==> config.mk <==
export PLATFORM = sky130hd
export DESIGN_NAME = ws2812b_chain_out
export DESIGN_NICKNAME = d
export VERILOG_FILES = /design/src/rtl/ws2812b_chain_out.sv
export SDC_FILE = /design/constraint.sdc
export NUM_CORES = 1
export LEC_CHECK = 0
export CELL_PAD_IN_SITES_DETAIL_PLACEMENT = 0
export CELL_PAD_IN_SITES_GLOBAL_PLACEMENT = 2
export CORE_ASPECT_RATIO = 1.25
export CORE_MARGIN = 4
export CORE_UTILIZATION = 29
export CTS_CLUSTER_DIAMETER = 50
export CTS_CLUSTER_SIZE = 24
export DETAILED_ROUTE_END_ITERATION = 16
export HOLD_SLACK_MARGIN = 0.02
export PLACE_DENSITY = 0.88
export SLEW_MARGIN = 25
export SYNTH_ARGS = -nofsm -noshare
export SYNTH_HDL_FRONTEND = slang
export SYNTH_SLANG_ARGS = --single-unit
==> constraint.sdc <==
create_clock -name clk -period 2.49 [get_ports clk]
set_clock_uncertainty 0.15 [all_clocks]
set_input_delay 0.498 -clock clk [delete_from_list [all_inputs] [get_ports clk]]
set_output_delay 0.498 -clock clk [all_outputs]
set_load 0.02 [all_outputs]
==> src/rtl/ws2812b_chain_out.sv <==
// WS2812B serial line driver: streams LED words (MSB first) as T0H/T1H pulses, then a latch gap.
// Optional WS2812B_CHAIN_OUT_FRAME_COUNT_EN builds the 16-bit completed-frame counter.
module ws2812b_chain_out #(
    parameter int BITS_PER_LED   = 24,
    parameter int LEDS_PER_FRAME = 64,
    parameter int CYCLES_T0H     = 3,
    parameter int CYCLES_T1H     = 5,
    parameter int CYCLES_BIT     = 8,
    parameter int CYCLES_RET     = 450
) (
    input  logic                    clk,
    input  logic                    reset,
    input  logic                    pixel_valid,
    input  logic [BITS_PER_LED-1:0] pixel_data,
    output logic                    pixel_ready,
    output logic                    ws2812b_data,
    output logic                    busy,
    output logic                    frame_done,
    output logic                    underrun,
    output logic [15:0]             frame_count
);

    localparam int CNT_MAX = (CYCLES_BIT > CYCLES_RET) ? CYCLES_BIT : CYCLES_RET;
    localparam int CW      = (CNT_MAX > 1) ? $clog2(CNT_MAX) : 1;
    localparam int BW      = (BITS_PER_LED > 1) ? $clog2(BITS_PER_LED) : 1;
    localparam int PW      = (LEDS_PER_FRAME > 1) ? $clog2(LEDS_PER_FRAME) : 1;
    localparam int MSB     = BITS_PER_LED - 1;

    // Counter reload values are "duration - 1": a phase ends when the counter reads zero.
    localparam logic [CW-1:0] T0H_LOAD  = CW'(CYCLES_T0H - 1);
    localparam logic [CW-1:0] T1H_LOAD  = CW'(CYCLES_T1H - 1);
    localparam logic [CW-1:0] LOW0_LOAD = CW'(CYCLES_BIT - CYCLES_T0H - 1);
    localparam logic [CW-1:0] LOW1_LOAD = CW'(CYCLES_BIT - CYCLES_T1H - 1);
    localparam logic [CW-1:0] RET_LOAD  = CW'(CYCLES_RET - 1);
    localparam logic [BW-1:0] LAST_BIT  = BW'(BITS_PER_LED - 1);
    localparam logic [PW-1:0] LAST_PIX  = PW'(LEDS_PER_FRAME - 1);

    typedef enum logic [1:0] {IDLE, HIGH, LOW, LATCH} state_t;

    state_t                  state_reg, state_next;
    logic [CW-1:0]           count_reg, count_next;
    logic [BITS_PER_LED-1:0] shift_reg, shift_next;
    logic [BW-1:0]           bit_reg, bit_next;
    logic [PW-1:0]           pixel_reg, pixel_next;
    logic                    data_reg, underrun_reg, underrun_next;
    logic                    frame_done_reg, frame_done_next;
    logic                    ready_raw;
    logic                    last_cycle, last_bit, more_pixels;

    assign last_cycle  = (count_reg == '0);
    assign last_bit    = (bit_reg == LAST_BIT);
    assign more_pixels = (pixel_reg < LAST_PIX);

    always_ff @(posedge clk or posedge reset) begin
        if (reset) begin
            state_reg      <= IDLE;
            count_reg      <= '0;
            shift_reg      <= '0;
            bit_reg        <= '0;
            pixel_reg      <= '0;
            data_reg       <= 1'b0;
            underrun_reg   <= 1'b0;
            frame_done_reg <= 1'b0;
        end else begin
            state_reg      <= state_next;
            count_reg      <= count_next;
            shift_reg      <= shift_next;
            bit_reg        <= bit_next;
            pixel_reg      <= pixel_next;
            data_reg       <= (state_next == HIGH);
            underrun_reg   <= underrun_next;
            frame_done_reg <= frame_done_next;
        end
    end

    always_comb begin
        state_next      = state_reg;
        count_next      = count_reg;
        shift_next      = shift_reg;
        bit_next        = bit_reg;
        pixel_next      = pixel_reg;
        underrun_next   = 1'b0;
        frame_done_next = 1'b0;
        ready_raw       = 1'b0;
        case (state_reg)
            IDLE: begin
                ready_raw = 1'b1;
                if (pixel_valid) begin
                    shift_next = pixel_data;
                    bit_next   = '0;
                    pixel_next = '0;
                    count_next = pixel_data[MSB] ? T1H_LOAD : T0H_LOAD;
                    state_next = HIGH;
                end
            end
            HIGH: begin
                if (last_cycle) begin
                    count_next = shift_reg[MSB] ? LOW1_LOAD : LOW0_LOAD;
                    state_next = LOW;
                end else begin
                    count_next = count_reg - CW'(1);
                end
            end
            LOW: begin
                if (!last_cycle) begin
                    count_next = count_reg - CW'(1);
                end else if (!last_bit) begin
                    shift_next = shift_reg << 1;
                    bit_next   = bit_reg + BW'(1);
                    count_next = shift_reg[MSB-1] ? T1H_LOAD : T0H_LOAD;
                    state_next = HIGH;
                end else begin
                    // Word boundary: the only in-frame cycle where the next word may be taken.
                    ready_raw = more_pixels;
                    if (more_pixels && pixel_valid) begin
                        shift_next = pixel_data;
                        bit_next   = '0;
                        pixel_next = pixel_reg + PW'(1);
                        count_next = pixel_data[MSB] ? T1H_LOAD : T0H_LOAD;
                        state_next = HIGH;
                    end else begin
                        underrun_next = more_pixels;
                        count_next    = RET_LOAD;
                        state_next    = LATCH;
                    end
                end
            end
            LATCH: begin
                if (last_cycle) begin
                    frame_done_next = 1'b1;
                    state_next      = IDLE;
                end else begin
                    count_next = count_reg - CW'(1);
                end
            end
            default: state_next = IDLE;
        endcase
    end

    // Ready is gated by reset directly so it drops without waiting for a clock edge.
    assign pixel_ready  = ready_raw & ~reset;
    assign ws2812b_data = data_reg;
    assign busy         = (state_reg != IDLE);
    assign underrun     = underrun_reg;
    assign frame_done   = frame_done_reg;

`ifdef WS2812B_CHAIN_OUT_FRAME_COUNT_EN
    logic [15:0] frame_count_reg;

    always_ff @(posedge clk or posedge reset) begin
        if (reset) begin
            frame_count_reg <= '0;
        end else if (frame_done_next) begin
            frame_count_reg <= frame_count_reg + 16'd1;
        end
    end

    assign frame_count = frame_count_reg;
`else
    assign frame_count = 16'd0;
`endif

endmodule

==> results of run 1 <==
[layout make-up]
type / count / area [µm²]
Clock buffer: 6 / 139
Clock inverter: 2 / 37.5
Fill cell: 929 / 5510
Inverter: 5 / 18.8
Multi-Input combinational cell: 224 / 1360
Sequential cell: 49 / 1230
Tap cell: 123 / 154
Timing Repair Buffer: 72 / 628
[routing by layer]
layer	wire [µm]	part of all wire, %
met1	2770	44
met2	3060	49
met3	340	5.5
met4	60	0.96
met5	0	0
[cells by family (layout without fill, tap and decap cells)]
kind of cell               after synthesis  count (layout)  synth area share, %
other                                    1              16                0.140
AOI/OAI and AO/OA                       71              71                 16.0
and+or+nand+nor                        104             104                 18.7
DFF                                     49              49                 45.7
adders and majority gates                3               3                 1.40
muxes                                   25              25                 9.37
buffers and inverters                   32              85                 7.00
xor gates and xnor gates                 5               5                 1.63
[synthesized netlist by cell type, types with 3 or more instances]
cell type  number  area share, %
nand2_1        44            6.2
mux2i_1        24            9.0
xnor2_1         4            1.3
nand2b_1        4           0.93
o21ai_0        40            7.5
clkbuf_1        9            1.3
ha_1            3            1.4
o22ai_1         4           0.93
nand3_1         7            1.3
nor2b_1         4           0.93
buf_4          16            4.5
dfrtp_1        49             46
nor3_1          5           0.93
inv_1           4           0.56
a21o_1          3           0.84
a21oi_1         7            1.3
nor2_1         20            2.8
[repair_timing]
| item | 4_1_cts | 5_1_grt |
|---|---|---|
| setup buffers | 0 | 3 |
| endpoints found under the hold margin | 0 | 0 |
| resized for setup | 5 | 1 |
| endpoints found under the setup margin | 2 | 8 |
| pin swaps | 2 | 2 |
| hold buffers | 0 | 0 |
[power breakdown]
group,internal (W),switching [W]
registers,0.00109,0.000168
clock network,0.000501,0.000285
logic,0.000758,0.000878
[metrics by stage]
stage / util [%] / instance area, µm² / setup WS [ns] / power [W] / setup TNS [ns]
3_3_place_gp: 37.1 / 3360 / -0.415 / 0.00287 / -0.415
3_5_place_dp: 37.1 / 3360 / -0.432 / 0.00290 / -0.438
5_1_grt: 39.3 / 3570 / -0.244 / 0.00400 / -0.417
2_1_floorplan: - / 2760 / -0.0949 / 0.00231 / -0.0949
4_1_cts: 39.0 / 3540 / -0.245 / 0.00370 / -0.268
6_report: 39.3 / 3570 / -0.195 / 0.00368 / -0.210
[worst max-delay path, delay by kind of cell, from the launching register on]
family                   cells  cell delay [ns]
adder cells (fa/ha/maj)      1             0.16
flip-flops                   1             0.39
buffers and inverters        2             0.25
AND/OR/NAND/NOR              1             0.46
AO/OA/AOI/OAI                2             0.49
[how the worst min path moves through the flow]
stage	depth (start not counted)	end	startpoint	slack, ns
finish	2	shift_reg[2]$_DFFE_PP0P_	shift_reg[2]$_DFFE_PP0P_	0.33
global route	2	shift_reg[17]$_DFFE_PP0P_	shift_reg[17]$_DFFE_PP0P_	0.35
CTS	2	shift_reg[5]$_DFFE_PP0P_	shift_reg[5]$_DFFE_PP0P_	0.34
detailed placement	2	shift_reg[19]$_DFFE_PP0P_	shift_reg[19]$_DFFE_PP0P_	0.32
global placement	2	shift_reg[5]$_DFFE_PP0P_	shift_reg[5]$_DFFE_PP0P_	0.31
floorplan	2	shift_reg[0]$_DFFE_PP0P_	shift_reg[0]$_DFFE_PP0P_	0.30
==> impl_metrics.env, run 1 <==
export IMPL_dp_hpwl_mm=4.82
export IMPL_vias=2265
export IMPL_final_cells=481
export IMPL_required_worst_endpoint_ns=1.84
export IMPL_power_density_cell_area_nw_per_um2=1030
export IMPL_grt_met3_usage_pct=2.66
export IMPL_antenna_found_initial=0
export IMPL_r2r_cells=7
export IMPL_die_ar_um2=10900
export IMPL_critPathSlowestCell="or4b_4"
export IMPL_whs_ns=0.329
export IMPL_routed_wire_per_std_cell_um=12.9
export IMPL_syn_to_final_growth_pct=32.9
export IMPL_achievable_frequency_mhz=372
export IMPL_grt_overflow=0
export IMPL_grt_pass1_wl_mm=10.6
export IMPL_synth_enable_flop_cells=0
export IMPL_placed_cells_incl_taps=470
export IMPL_cts_max_path_buffers=2
export IMPL_fp_dieH_um=116
export IMPL_finalMaxSlewViolations=0
export IMPL_synth_yosys_seq_area_share_pct=45.7
export IMPL_setup_worst_path_class="reg -> out"
export IMPL_clk_insertion_delay_late_ns=0.28
export IMPL_global_route_usage_total_pct=12.2
export IMPL_synthesis_area_per_instance_um2=9.25
export IMPL_floorplan_core_area_um2=9080
export IMPL_fin_worst_setup_slack_ns=-0.195
export IMPL_yosysWarnings=0
export IMPL_finalWeightedCongestion=0.827
export IMPL_initial_utilization_pct=29.6
export IMPL_cts_tree="done"
export IMPL_r2r_path_start="count_reg[0]$_DFFE_PP0P_"
export IMPL_cts_inserted_buffers=5
export IMPL_finalHoldViolCount=0
export IMPL_critPathCapture="pixel_ready"
export IMPL_port_buffers=31
export IMPL_global_route_peak_usage_layer="met2"
export IMPL_final_nets=387
export IMPL_vias_in_the_first_global_route=2199
export IMPL_floorplan_rows=39
export IMPL_largest_register_ff_count=24
export IMPL_postSynth_topFlopCell="dfrtp_1"
export IMPL_layout_commonest_cell="dfrtp_1"
export IMPL_drt_first_iter_violations=114
export IMPL_cts_sinks=49
export IMPL_max_stage_delay_ns=0.46
export IMPL_post_route_cells_drive_above_1_share_pct=17.0
export IMPL_reg2reg_to="bit_reg[4]$_DFFE_PP0P_"
export IMPL_i_o_pins=48
export IMPL_clk_pin_slew_ns=0.06
export IMPL_fin_crit_ns=2.68
export IMPL_final_min_period_over_clock_period_pct=108
export IMPL_ys_seq_elements=49
export IMPL_antenna_violating_nets_post_route=0
export IMPL_timing_critical_path_fanout_max=2
export IMPL_worst_setup_path_start_kind="flip-flop"
export IMPL_antenna_cells_inserted=0
export IMPL_postSynthCellCount=290
export IMPL_totalWireLength_mm=6.23
export IMPL_timing_max_cap_violations=0
export IMPL_arrival_ns=2.04
export IMPL_endpoint_kind="primary output"
export IMPL_reg2reg_slack_ns=-0.02
export IMPL_violated_checks="setup timing"
export IMPL_detail_route_first_pass_iterations=4
export IMPL_global_route_usage_met2_pct=21.7
export IMPL_mostFrequentLayoutCells="dfrtp_1, nand2_1, buf_4"
export IMPL_run_status="complete, but fails checks"
export IMPL_mappedNetlistArea_um2=2680
export IMPL_grt_util_met1_pct=15.2
export IMPL_timing_final_setup_violations=2
export IMPL_post_route_drc_count=0
export IMPL_ir_worst_vdd_mv=0.369
export IMPL_htree_levels=2
export IMPL_crit_path_cell_trace="inv_1, ha_2, or4b_4, o31a_1, a2111oi_4, buf_4"
export IMPL_holdCritPathClass="reg -> reg"
export IMPL_grt_max_degree=35
export IMPL_source_of_the_critical_timing_path="count_reg[0]$_DFFE_PP0P_"
export IMPL_synth_cell_types=51
export IMPL_leakagePower_nw=1.69
export IMPL_dieWidth_um=94.0
export IMPL_setup_repair_after_global_routing_missed_its_margin="true"
export IMPL_clockRootBuffer="clkbuf_16"
export IMPL_synth_async_sr_flop_share_pct=100
export IMPL_detail_route_vias_per_cell=4.71
Power figures use the tool's default switching activity.
==> run 2, diff against run 1 <==
--- a/config.mk
+++ b/config.mk
@@ -15,7 +15,7 @@
 export DETAILED_ROUTE_END_ITERATION = 16
 export HOLD_SLACK_MARGIN = 0.02
 export PLACE_DENSITY = 0.88
-export SLEW_MARGIN = 25
+export SLEW_MARGIN = 5
 export SYNTH_ARGS = -nofsm -noshare
 export SYNTH_HDL_FRONTEND = slang
 export SYNTH_SLANG_ARGS = --single-unit
==> results of run 2 <==
Final layout, timing and power as in run 1 (identical DEF).
